===== src/rtl/opto_emiperiod_pkg.sv =====
// Shared types and constants for the emitter period generator.
package opto_emiperiod_pkg;
  typedef enum logic [1:0] {
    ST_IDLE = 2'd0,
    ST_RUN  = 2'd1,
    ST_DONE = 2'd2
  } emi_state_e;

  localparam int MIN_PERIOD     = 2;
  localparam int EMI_DEF_PERIOD = 125;
  localparam int EMI_DEF_LEAD   = 10;
endpackage


===== src/rtl/opto_emicfg_shadow.sv =====
// Period/lead config validation with a pending shadow that is promoted to
// the active config on i_apply (period wrap, or whenever not running).
module opto_emicfg_shadow
  import opto_emiperiod_pkg::*;
#(
  parameter int CNT_W      = 16,
  parameter int LEAD_W     = 8,
  parameter int DEF_PERIOD = EMI_DEF_PERIOD,
  parameter int DEF_LEAD   = EMI_DEF_LEAD
) (
  input  logic              i_clk,
  input  logic              i_rst,
  input  logic              i_cfg_valid,
  input  logic [CNT_W-1:0]  i_period_cfg,
  input  logic [LEAD_W-1:0] i_lead_cfg,
  input  logic              i_apply,
  output logic [CNT_W-1:0]  o_period,
  output logic [LEAD_W-1:0] o_lead,
  output logic              o_cfg_err
);
  logic [CNT_W-1:0]  r_act_p, r_pend_p;
  logic [LEAD_W-1:0] r_act_l, r_pend_l;
  logic              r_pend_vld, r_cfg_err;
  logic              w_ok, w_acc;

  assign w_ok  = (i_period_cfg >= CNT_W'(MIN_PERIOD)) &&
                 (CNT_W'(i_lead_cfg) <= (i_period_cfg - CNT_W'(1)));
  assign w_acc = i_cfg_valid && w_ok;

  always_ff @(posedge i_clk) begin
    if (i_rst) begin
      r_act_p    <= CNT_W'(DEF_PERIOD);
      r_act_l    <= LEAD_W'(DEF_LEAD);
      r_pend_p   <= CNT_W'(DEF_PERIOD);
      r_pend_l   <= LEAD_W'(DEF_LEAD);
      r_pend_vld <= 1'b0;
      r_cfg_err  <= 1'b0;
    end else begin
      r_cfg_err <= i_cfg_valid && !w_ok;
      if (w_acc) begin
        // A config landing on the apply cycle goes straight to active.
        r_pend_p <= i_period_cfg;
        r_pend_l <= i_lead_cfg;
        if (i_apply) begin
          r_act_p    <= i_period_cfg;
          r_act_l    <= i_lead_cfg;
          r_pend_vld <= 1'b0;
        end else begin
          r_pend_vld <= 1'b1;
        end
      end else if (i_apply && r_pend_vld) begin
        r_act_p    <= r_pend_p;
        r_act_l    <= r_pend_l;
        r_pend_vld <= 1'b0;
      end
    end
  end

  assign o_period  = r_act_p;
  assign o_lead    = r_act_l;
  assign o_cfg_err = r_cfg_err;
endmodule


===== src/rtl/opto_emiperiod_gen.sv =====
// Emitter period generator: angle-sync and TDC start-ready strobes with
// round-robin channel select, burst/continuous run control.
module opto_emiperiod_gen
  import opto_emiperiod_pkg::*;
#(
  parameter int CNT_W      = 16,
  parameter int LEAD_W     = 8,
  parameter int CH_NUM     = 4,
  parameter int DEF_PERIOD = 125,
  parameter int DEF_LEAD   = 10
) (
  input  logic                                     i_clk,
  input  logic                                     i_rst,
  input  logic                                     i_sync_ready,
  input  logic                                     i_cfg_valid,
  input  logic [CNT_W-1:0]                         i_period_cfg,
  input  logic [LEAD_W-1:0]                        i_lead_cfg,
  input  logic [15:0]                              i_burst_len,
  output logic                                     o_angle_sync,
  output logic                                     o_tdc_strdy,
  output logic [((CH_NUM>1)?$clog2(CH_NUM):1)-1:0] o_ch_sel,
  output logic                                     o_busy,
  output logic                                     o_done,
  output logic                                     o_cfg_err
);
  localparam int CH_W = (CH_NUM > 1) ? $clog2(CH_NUM) : 1;

  emi_state_e        r_state, w_state_nx;
  logic [CNT_W-1:0]  r_cnt;
  logic [15:0]       r_pcnt, r_burst, w_pcnt_inc;
  logic [CH_W-1:0]   r_ch, w_ch_nx;
  logic              r_angle, r_tdc, r_done;
  logic [CNT_W-1:0]  w_period, w_tdc_pt;
  logic [LEAD_W-1:0] w_lead;
  logic              w_wrap, w_last, w_apply;

  opto_emicfg_shadow #(
    .CNT_W(CNT_W), .LEAD_W(LEAD_W), .DEF_PERIOD(DEF_PERIOD), .DEF_LEAD(DEF_LEAD)
  ) u_cfg (
    .i_clk       (i_clk),
    .i_rst       (i_rst),
    .i_cfg_valid (i_cfg_valid),
    .i_period_cfg(i_period_cfg),
    .i_lead_cfg  (i_lead_cfg),
    .i_apply     (w_apply),
    .o_period    (w_period),
    .o_lead      (w_lead),
    .o_cfg_err   (o_cfg_err)
  );

  assign w_wrap     = (r_state == ST_RUN) && i_sync_ready && (r_cnt == w_period - CNT_W'(1));
  assign w_apply    = w_wrap || (r_state != ST_RUN);
  assign w_tdc_pt   = w_period - CNT_W'(1) - CNT_W'(w_lead);
  assign w_pcnt_inc = (r_pcnt == 16'hFFFF) ? r_pcnt : r_pcnt + 16'd1;
  assign w_last     = w_wrap && (r_burst != 16'd0) && (w_pcnt_inc == r_burst);
  assign w_ch_nx    = (r_ch == CH_W'(CH_NUM - 1)) ? '0 : r_ch + CH_W'(1);

  always_comb begin
    w_state_nx = r_state;
    case (r_state)
      ST_IDLE: if (i_sync_ready) w_state_nx = ST_RUN;
      ST_RUN: begin
        if (!i_sync_ready) w_state_nx = ST_IDLE;
        else if (w_last)   w_state_nx = ST_DONE;
      end
      ST_DONE: if (!i_sync_ready) w_state_nx = ST_IDLE;
      default: w_state_nx = ST_IDLE;
    endcase
  end

  always_ff @(posedge i_clk) begin
    if (i_rst) begin
      r_state <= ST_IDLE;
      r_cnt   <= '0;
      r_pcnt  <= '0;
      r_burst <= '0;
      r_ch    <= '0;
      r_angle <= 1'b0;
      r_tdc   <= 1'b0;
      r_done  <= 1'b0;
    end else begin
      r_state <= w_state_nx;
      r_angle <= 1'b0;
      r_tdc   <= 1'b0;
      r_done  <= 1'b0;
      case (r_state)
        ST_IDLE: begin
          r_cnt <= '0;
          if (i_sync_ready) begin
            r_pcnt  <= '0;
            r_burst <= i_burst_len;
            r_ch    <= '0;
          end
        end
        ST_RUN: begin
          if (!i_sync_ready) begin
            r_cnt <= '0;
          end else begin
            if (w_wrap) begin
              r_cnt   <= '0;
              r_angle <= 1'b1;
              r_pcnt  <= w_pcnt_inc;
              r_ch    <= w_ch_nx;
              r_done  <= w_last;
            end else begin
              r_cnt <= r_cnt + CNT_W'(1);
            end
            // Lead of 0 lands on the wrap point, so both strobes coincide.
            if (r_cnt == w_tdc_pt) r_tdc <= 1'b1;
          end
        end
        default: r_cnt <= '0;
      endcase
    end
  end

  assign o_angle_sync = r_angle;
  assign o_tdc_strdy  = r_tdc;
  assign o_ch_sel     = r_ch;
  assign o_busy       = (r_state == ST_RUN);
  assign o_done       = r_done;
endmodule


===== config.mk =====
export PLATFORM = sky130hd
export DESIGN_NAME = opto_emiperiod_gen
export DESIGN_NICKNAME = d
export VERILOG_FILES = /design/src/rtl/opto_emiperiod_pkg.sv /design/src/rtl/opto_emicfg_shadow.sv /design/src/rtl/opto_emiperiod_gen.sv
export SDC_FILE = /design/constraint.sdc
export NUM_CORES = 1
export LEC_CHECK = 0
export BUFFER_PORTS_ARGS = -buffer_cell sky130_fd_sc_hd__buf_2
export CAP_MARGIN = 20
export CORE_MARGIN = 4
export CORE_UTILIZATION = 30
export CTS_BUF_LIST = sky130_fd_sc_hd__clkbuf_2 sky130_fd_sc_hd__clkbuf_4 sky130_fd_sc_hd__clkbuf_8
export DETAILED_ROUTE_END_ITERATION = 10
export PLACE_DENSITY = 0.45
export REMOVE_ABC_BUFFERS = 1
export SYNTH_ARGS = -nofsm -noshare
export SYNTH_HDL_FRONTEND = slang
export SYNTH_SLANG_ARGS = --single-unit
export TNS_END_PERCENT = 20

===== constraint.sdc =====
create_clock -name i_clk -period 4.6 [get_ports i_clk]
set_input_delay 0.92 -clock i_clk [delete_from_list [all_inputs] [get_ports i_clk]]
set_output_delay 0.92 -clock i_clk [all_outputs]
set_load 0.01 [all_outputs]

# Word-level counts from Yosys, hierarchy flattened
# Cells that the tools add are included.
[totals]
ff_bits = 105
in_bits = 44
word_cells = 86
[classes]
addsub = 6
magnitude_cmp = 2
eq_ne = 14
mux = 26
bitwise = 3
n_reduce_logical = 21
[op_table]
columns = ["operator", "n"]
rows = [
  ["16-bit 2-to-1 mux", 7],
  ["16-bit equality test", 3],
  ["16-bit by 1-bit adder with 16-bit output, second input constant", 2],
  ["16-bit one-hot mux with 2 select lines", 1],
  ["16-bit by 1-bit subtractor with 16-bit output, second input constant", 2],
  ["8-bit 2-to-1 mux", 3],
  ["16-bit equality test, second input constant", 1],
  ["16-bit by 2-bit greater-or-equal comparator with 1-bit output, second input constant", 1],
  ["8-bit by 16-bit less-or-equal comparator with 1-bit output", 1],
  ["2-bit 2-to-1 mux", 8],
  ["16-bit nonzero test", 1],
  ["16-bit by 8-bit subtractor with 16-bit output", 1],
  ["1-bit logical AND", 8],
  ["4-bit OR reduction", 2],
  ["2-bit by 1-bit inequality test with 1-bit output, second input constant", 3],
  ["2-bit inequality test, second input constant", 3],
  ["2-bit one-hot mux with 3 select lines", 1],
  ["1-bit 2-to-1 mux", 5],
  ["2-bit equality test, second input constant", 2],
  ["2-bit one-hot mux with 2 select lines", 1],
  ["2-bit AND reduction", 2],
  ["4-bit AND reduction", 1],
  ["2-bit nonzero test", 2],
  ["3-bit by 2-bit inequality test with 1-bit output, second input constant", 1],
  ["8 further kinds", 10],
]

# Depth between registers and ports, before layout
# Gate-level depths: netlist (run 1).
[depth]
ltp_word = 8
depth_mapped = 17
ltp_nobuf = 14

# Modules after synthesis
# From an unflattened synthesis (run 1), not the netlist that was laid out.
[unflattened]
cells_unflattened = 907
area_unflattened_um2 = 7161.9
[by_module_without_submodules]
columns = ["module", "instances", "cells_per_inst", "area_per_inst_um2"]
rows = [
  ["opto_emiperiod_gen", 1, 586, 4446.8],
  ["opto_emicfg_shadow", 1, 321, 2715.1],
]

# Worst setup path after synthesis (run 1)
# No wires, ideal clock.
[synth_timing]
path_type = "input port to flip-flop"
from = "in i_period_cfg[0]"
to = "reg u_cfg.r_pend_l[7]"
setup_time_ns = 0.128
arrival_ns = 4.135
slack_ns = 0.337
cell_stages = 15
n_path_buf = 2
path_cell_list = "inv_1 ha_1 or3b_2 nor3_1 xnor2_1 ha_1 nand4_1 o2111ai_1 o21ba_2 o311a_1 a21oi_1 clkbuf_1 clkbuf_1 mux2i_1 nor2_1"
[synth_via]
elab_chain_cells = 4
elab_cells_between_ends = 5
cone_classes = "add/sub: 1; order compare: 2; reduce/logical: 2"
[synth_lines]
columns = ["item", "line", "source"]
rows = [
  ["from (decl)", "opto_emiperiod_gen.sv:16", "input logic [CNT_W-1:0] i_period_cfg,"],
  ["16-bit by 1-bit subtractor with 16-bit output", "opto_emicfg_shadow.sv:27", "(CNT_W'(i_lead_cfg) <= (i_period_cfg - CNT_W'(1)));"],
  ["8-bit by 16-bit less-or-equal comparator with 1-bit output", "opto_emicfg_shadow.sv:27", ""],
  ["1-bit logical AND *", "opto_emicfg_shadow.sv:26", "assign w_ok = (i_period_cfg >= CNT_W'(MIN_PERIOD)) &&"],
  ["1-bit logical AND *", "opto_emicfg_shadow.sv:28", "assign w_acc = i_cfg_valid && w_ok;"],
  ["to (signal assigned)", "opto_emicfg_shadow.sv:35", "r_pend_l <= LEAD_W'(DEF_LEAD);"],
  ["to (signal assigned)", "opto_emicfg_shadow.sv:43", "r_pend_l <= i_lead_cfg;"],
  ["to (decl)", "opto_emicfg_shadow.sv:22", "logic [LEAD_W-1:0] r_act_l, r_pend_l;"],
]
# Every way passes the cells marked *; elsewhere a longest branch is shown, timed or not.
# A chain may end at the register's enable or synchronous reset.

# Worst setup path in the final report (run 1)
[layout_timing]
from = "in i_period_cfg[0]"
to = "reg u_cfg.r_act_p[2], in the netlist u_cfg.o_period[2]"
[layout_via]
elab_chain_cells = 6
elab_cells_between_ends = 9
cone_classes = "add/sub: 1; order compare: 2; eq/ne: 1; mux: 1; reduce/logical: 4"
[layout_lines]
columns = ["item", "line", "source"]
rows = [
  ["16-bit by 1-bit subtractor with 16-bit output", "opto_emicfg_shadow.sv:27", ""],
  ["8-bit by 16-bit less-or-equal comparator with 1-bit output", "opto_emicfg_shadow.sv:27", ""],
  ["1-bit logical AND *", "opto_emicfg_shadow.sv:26", ""],
  ["1-bit logical AND *", "opto_emicfg_shadow.sv:28", ""],
  ["2-bit by 1-bit inequality test with 1-bit output (no source line) / 2-bit nonzero test (equally long branches)", "--", ""],
  ["2-bit AND reduction (no source line)", "--", ""],
  ["to (signal assigned)", "opto_emicfg_shadow.sv:32", "r_act_p <= CNT_W'(DEF_PERIOD);"],
  ["to (signal assigned)", "opto_emicfg_shadow.sv:45", "r_act_p <= i_period_cfg;"],
  ["to (signal assigned)", "opto_emicfg_shadow.sv:52", "r_act_p <= r_pend_p;"],
  ["to (decl)", "opto_emicfg_shadow.sv:21", "logic [CNT_W-1:0] r_act_p, r_pend_p;"],
]
# Marks and branches as above.

==> summary.txt, run 1 <==
Die
  – Area of the core region: 22800 um2
  – Initial standard-cell utilization of the core: 30.9%
  – IO Pins: 51
  – X dimension of the die: 161 um
  – Die Area: 26000 um2
  – Floorplan row count: 55
  – Chip Height: 161 um

Status
  – Result of the run: finished, final reports clean

Drt
  – DRC violations left: 0
  – Antenna Violating Nets Remaining: 0
  – Detail-routed via count per cell: 5.23
  – 1st-pass router iterations: 5
  – Avg WL per Cell: 17.0 um
  – Overall via count from detail_route: 6362
  – DRC marker count from the first detailed-route iteration: 492
  – Routed wire length: 20700 um

STA
  – Setup repair after global routing missed its margin: false
  – Worst-case setup margin in the final layout: 605 ps
  – Fin crit share: 86.9%
  – Count of final setup violators: 0
  – Worst slew margin relative to its limit: 38.4%
  – Max-slew violation count: 0
  – Clock Skews: 13.5 ps
  – Maximum clock frequency: 0.250 GHz
  – Slew at the pin closest to its max-slew limit: 917 ps
  – Final critical delay including setup and external delays: 4000 ps
  – WHS: 476 ps
  – Number of hold violations in the final report: 0

Pwr
  – Leakage Power: 0.00286 uW
  – Clock Power Share: 31.1%
  – Switching share of power: 31.9%
  – Proportion of power drawn by combinational gates: 19.9%
  – Sw power: 640 uW
  – Internal power: 1370 uW
  – VDD IR-drop max: 0.163 mV
  – Share of power burned in registers: 49.0%
  – Ratio of total power to cell area: 258 nW/um2

Global routing
  – Number of global-route vias before repair: 5992
  – Overflow after GRT: 0
  – Pin count of the biggest net entering global routing: 42
  – Wire length of the first global-routing pass: 33500 um
  – Antenna violations before repair: 0
  – Tot GR Track Use: 15.9%

Setup path
  – Critical R2R Launch: u_cfg.o_period[0]
  – Startpoint-to-endpoint class of the critical path: in2reg
  – Crit-path max FO: 41
  – Crit path required time: 4890 ps
  – Internal reg-to-reg setup slack: 700 ps
  – Arrival time of data at the critical path endpoint: 4290 ps
  – Worst R2R End: o_tdc_strdy
  – Count of cells along the worst register-to-register path: 14
  – Crit start category: primary input
  – Capturing element type of the critical path: flip-flop

Synthesis
  – Cells after synthesis: 871
  – Ranking of synthesized cells by instance count: 105 x dfxtp_1, 86 x nand2_1, 81 x nor2_1
  – Proportion of synthesized chip area in sequential cells: 29.8%
  – Number of distinct standard cells referenced by the synthesized netlist: 81
  – Average cell area after synthesis: 8.09 um2
  – EDFF count, synth: 0
  – Total of flip-flops plus latches after synthesis: 105
  – Most frequent cell after synthesis: dfxtp_1
  – Synth async-reset ratio: 0%
  – Netlist Area Pre-Place: 7050 um2
  – Top cell type by total area after synthesis: dfxtp_1
  – Yosys top cell area share: 29.8%
  – Prevailing post-synth register cell: dfxtp_1
  – Yosys warnings: 0
  – Largest cells by area after synthesis: dfxtp_1 30%, xnor2_1 5.2%, nand2_1 4.6%

Clocking
  – Clk root buf: clkbuf_8
  – Clock sinks: 105
  – Clock insertion delay at the later pin of the skew report: 390 ps
  – CTS hold repair buffers: 0
  – Post-CTS setup-driven buffer insertion count: 0
  – Number of buffers on the longest clock path: 2
  – # H-tree levels: 3
  – Resized cells post-CTS: 0
  – TritonCTS Buffers: 9
  – Clk pin slew, worst setup/hold paths: 110 ps
  – Clock tree from TritonCTS: yes

Place
  – Port bufs: 50
  – Cell area after placement: 7590 um2
  – Setup slack at placement: 232 ps
  – Final HPWL DP: 15500 um
  – Placed insts: 1200
  – RePlAce Congestion: 0.821

Layout
  – Fill count: 2543
  – Final layout net count: 965
  – Synthesis-to-layout area growth: 10.5%
  – Number of diodes added for antenna fixing: 0
  – Sequential cell area: 2100 um2
  – Share of cells above drive strength 1: 14.1%
  – Multi-input gate area: 4570 um2
  – Final Non-Filler Cells: 1216
  – Final std cell area, no fill: 7790 um2

Hold path
  – Hold_sp: u_cfg.o_lead[3]
  – Class of the most critical hold timing path: reg2reg
  – Cell depth of the worst hold path: 2
  – End point of the worst hold path: u_cfg.o_lead[3]

Run
  – MaxCap Viol Count: 0
-- critical path, cell delays in order --
cell and delay [ps]:
buf_2 120, inv_1 70, ha_1 190, or3b_2 510, nor3_1 200, xnor2_1 100
ha_1 310, nand4_1 140, o2111ai_1 200, o21ba_2 180, o311a_1 150, a21oi_4 180
buf_4 140, buf_4 390, nor2b_1 220, nor2_1 80, o22a_1 170
-- flip-flops by register name, summed over array words and instances (netlist names) --
name              flops
u_cfg.o_period       16
r_cnt                16
r_state               2
o_angle_sync          1
r_burst              16
u_cfg.r_pend_vld      1
u_cfg.r_pend_l        8
o_tdc_strdy           1
u_cfg.r_pend_p       16
r_pcnt               16
u_cfg.o_cfg_err       1
u_cfg.o_lead          8
o_ch_sel              2
o_done                1
-- cell usage in the layout (no fill, tap or decap), types with 15 or more instances in the layout --
master | synthesis | routed
xnor2_1 | 42 | 42
nand2_1 | 86 | 86
a21oi_1 | 43 | 42
ha_1 | 22 | 22
xor2_1 | 36 | 36
mux2i_1 | 20 | 20
buf_4 | 1 | 20
nor2_1 | 81 | 81
nor3_1 | 22 | 22
nor4_1 | 18 | 18
or3_1 | 15 | 15
o21ai_0 | 36 | 36
nand3_1 | 37 | 37
buf_2 | 5 | 50
dfxtp_1 | 105 | 105
nand4_1 | 23 | 23
a22oi_1 | 17 | 17
inv_1 | 31 | 31
-- power by group through the flow --
stage                     combinational (uW)  clock, uW  sequential, uW
final                                    399        625             985
after global routing                     447        687             991
after CTS                                403        652             984
after detailed placement                 401          0            1000
after global placement                   402          0            1010
after floorplan                          273          0             993
-- worst max path at each step --
stage / start / endpoint / slack, ps / depth (start not counted)
after CTS: u_cfg.o_period[0] / o_tdc_strdy / 610 / 14
after floorplan: i_period_cfg[0] / u_cfg.o_lead[6] / -2310 / 14
after global routing: u_cfg.o_period[0] / o_tdc_strdy / 340 / 14
final: i_period_cfg[0] / u_cfg.o_period[2] / 600 / 17
after detailed placement: i_period_cfg[0] / u_cfg.o_period[2] / 230 / 17
after global placement: i_period_cfg[0] / u_cfg.o_lead[6] / -120 / 15
-- cells by family after synthesis --
logic type | Yosys count | share of synthesized area (%)
compound gates | 201 | 20.9
xor+xnor | 81 | 10.7
fa+ha+maj | 23 | 4.19
buf+inv | 87 | 5.57
flops | 105 | 29.8
mux | 22 | 3.32
simple gates | 352 | 25.5
-- final cells by class --
cell class	instances	area share, %
Timing Repair Buffer	71	5.28
Sequential cell	105	27.0
Inverter	32	1.54
Multi-Input combinational cell	679	58.6
Clock buffer	9	1.59
Tap cell	313	5.03
Clock inverter	7	0.980
-- through the flow --
stage	utilization, %	setup TNS, ps	total power (uW)
finish	34.1	0	2010
global route	34.1	0	2120
CTS	34.1	0	2040
detailed placement	33.2	0	1410
global placement	33.2	-1350	1410
floorplan	-	-86530	1270
-- routing by layer --
layer | up-vias | track usage, % | wire [um]
met1 | 2998 | 24.6 | 11000
met5 | - | 0 | 0
li1 | 3198 | - | -
met3 | 22 | 2.30 | 805
met2 | 144 | 22.9 | 8570
met4 | 0 | 4.23 | 324
Note: power is estimated with default switching activity, not from simulation.
==> run 2, diff against run 1 <==
Settings changed: SYNTH_HIERARCHICAL from default to 1.
==> run 2 against run 1 <==
Largest power group unchanged. Register-to-register slack worse by 190 ps. Global-route usage is 0.93 points higher. Clock-buffer cell count stayed put. Sequential share of layout area is 0.33 points lower. Non-clock buffer count is 1 higher. Synthesized cell count is 4.1% higher. Clock power is 7.5% lower. Critical path depth is 3 lower. Highest routed layer unchanged. Maximum frequency is 2.7% lower.
==> summary.txt, run 2 <==
Setup path
  – Count of cell instances traversed by the critical path: 14
  – Count of cells along the worst register-to-register path: 13
  – Slowest stage cell on the critical path: a31o_1
  – Crit start category: primary input
  – Crit path required time: 4890 ps
  – Launch point of the critical path: i_period_cfg[0]
  – Critical R2R Launch: u_cfg/o_period[1]
  – Crit-path max FO: 14
  – Worst path max stage delay: 560 ps
  – Bufs and invs on worst path: 2
  – Cells traversed along the worst timing path: buf_2 > inv_1 > ha_1 > or3b_1 > nor3_1 > xnor2_1 > ha_1 > nand3_1 > nor2_1 > a211o_1 > a2111oi_4 > a31o_1 > nand2_1 > o211a_1
  – Startpoint-to-endpoint class of the critical path: in2reg
  – Capturing element type of the critical path: flip-flop
  – Top delay family on crit path: compound AO/OA/AOI/OAI gates
  – Top cell by count, worst path: ha_1
  – Arrival time of data at the critical path endpoint: 4390 ps

Place
  – RePlAce Congestion: 0.873
  – Setup slack at placement: 62.1 ps
  – Port bufs: 50
  – Final HPWL DP: 16700 um

Global routing
  – Tot GR Track Use: 16.9%
  – Antenna violations before repair: 0
  – Pin count of the biggest net entering global routing: 64
  – Overflow after GRT: 0
  – Wire length of the first global-routing pass: 35900 um
  – Number of global-route vias before repair: 6252

Clocking
  – Number of buffers on the longest clock path: 2
  – Clk root buf: clkbuf_8
  – Clock tree from TritonCTS: yes
  – # H-tree levels: 3
  – Clock sinks: 105
  – Clock insertion delay at the later pin of the skew report: 390 ps
  – Clk pin slew, worst setup/hold paths: 120 ps
  – CTS hold repair buffers: 0
  – Resized cells post-CTS: 0
  – Post-CTS setup-driven buffer insertion count: 0
  – TritonCTS Buffers: 9

Pwr
  – Ratio of total power to cell area: 246 nW/um2
  – Total Power: 1940 uW
  – Leakage Power: 0.00292 uW
  – VDD IR-drop max: 0.131 mV

Run
  – MaxCap Viol Count: 0

STA
  – Maximum clock frequency: 0.244 GHz
  – Clock Skews: 18.6 ps
  – Slew at the pin closest to its max-slew limit: 1170 ps
  – Worst slew margin relative to its limit: 21.2%
  – Count of final setup violators: 0
  – Setup repair after global routing missed its margin: false
  – Final critical delay including setup and external delays: 4100 ps
  – Worst-case setup margin in the final layout: 495 ps
  – Summed negative setup slack over all endpoints: 0 ps
  – Max-slew violation count: 0
  – Fin crit share: 89.2%
  – Number of hold violations in the final report: 0

Die
  – X dimension of the die: 163 um
  – Area of the core region: 23500 um2
  – Chip Height: 163 um
  – IO Pins: 51
  – Floorplan row count: 56
  – Die Area: 26400 um2
  – Initial standard-cell utilization of the core: 30.5%

Hold path
  – Cell depth of the worst hold path: 1
  – Class of the most critical hold timing path: reg2reg
  – Hold_sp: u_cfg/r_pend_p[2]

Layout
  – Most frequent standard cell in the layout excluding fill and tap cells: dfxtp_1
  – Top library cells by usage in the layout, fill and taps aside: 105 x dfxtp_1, 74 x nand3_1, 69 x nand2_1, 67 x nor2_1, 58 x a21oi_1
  – Share of cells above drive strength 1: 11.5%
  – Final layout net count: 992
  – Final core area utilization: 33.6%
  – Synthesis-to-layout area growth: 10.1%
  – Number of diodes added for antenna fixing: 0

Synthesis
  – Top cell type by total area after synthesis: dfxtp_1
  – Proportion of synthesized chip area in sequential cells: 29.4%
  – Ranking of synthesized cells by instance count: 105 x dfxtp_1, 74 x nand3_1, 69 x nand2_1
  – Prevailing post-synth register cell: dfxtp_1
  – Cells after synthesis: 907
  – Most frequent cell after synthesis: dfxtp_1
  – Total of flip-flops plus latches after synthesis: 105
  – Average cell area after synthesis: 7.90 um2
  – Netlist Area Pre-Place: 7160 um2
  – Yosys top cell area share: 29.4%
  – EDFF count, synth: 0
  – Number of distinct standard cells referenced by the synthesized netlist: 75
  – Synth async-reset ratio: 0%
  – Largest cells by area after synthesis: dfxtp_1 29%, xnor2_1 6.8%, nand3_1 5.2%
  – Yosys warnings: 6

Drt
  – Overall via count from detail_route: 6712
  – DRC marker count from the first detailed-route iteration: 434
  – Detail-routed via count per cell: 5.37
  – DRC violations left: 0
  – Antenna Violating Nets Remaining: 0
  – Routed wire length: 22200 um
  – 1st-pass router iterations: 5
  – Avg WL per Cell: 17.8 um

Status
  – Result of the run: finished, final reports clean
run 2: changes by cell type in the layout (fill, tap and decap cells not counted), sizes merged, moves of 14 or more:
cell    change
nand2      -18
nand3      +38
mux2i      -19
nor2       -14
o211ai     +15
a21oi      +15
a22oi      -16
xnor2      +14
run 2: worst register-to-register path, cell delays in order (launching register included):
cell     delay, ps
dfxtp_1        340
inv_1           60
ha_1           250
or4b_1         650
nor4_4         410
nor3_1          90
or4b_4         550
nor4_4         280
nand4_2        170
nand2_1        230
nand3_1        130
a31o_1         390
nand2_1        320
o211a_1        180
run 2: cell type report:
type                    count  area [um2]
well taps                 319         399
clock inverters             7        65.1
inverters                  26        97.6
multi-input cells         711        4670
fillers                  2548       15600
repair buffers             72         428
flip-flops and latches    105        2100
clock buffers               9         124
run 2: routing by layer:
| layer | part of all wire, % | track usage, % | vias to the layer above |
|---|---|---|---|
| met4 | 1.1 | 3.38 | 0 |
| met5 | 0 | 0 | - |
| met1 | 52 | 26.8 | 3192 |
| met2 | 42 | 24.1 | 149 |
| li1 | - | - | 3361 |
| met3 | 4.2 | 2.15 | 10 |
run 2: cell families after synthesis:
family	synth area share [%]
and+or+nand+nor	29.1
adders and majority gates	4.12
AOI/OAI and AO/OA	20.0
muxes	0.280
buffers and inverters	5.42
DFF	29.4
xor gates and xnor gates	11.7
run 2: report_power, final:
group / leakage, uW / total (uW) / internal, uW / switching, uW
Sequential: 0.000858 / 982 / 944 / 38.1
Clock: 0.0000905 / 578 / 208 / 370
Combinational: 0.00197 / 383 / 159 / 223
Total: 0.00292 / 1940 / 1310 / 632
run 2: stage by stage:
| stage | area, um2 | std cells | hold WS [ps] |
|---|---|---|---|
| after detailed placement | 7700 | 1233 | 451 |
| final | 7890 | 1249 | 480 |
| after CTS | 7890 | 1249 | 480 |
| after floorplan | 6870 | 842 | 436 |
| after global routing | 7890 | 1249 | 497 |
| after global placement | 7700 | 1233 | 447 |
run 2: worst paths after layout:
path	endpoint	slack, ps
min reg2reg	u_cfg/r_pend_p[2]	480
max reg2reg	u_cfg/o_period[5]	510
max	u_cfg/o_period[5]	500
min	u_cfg/r_pend_p[2]	480
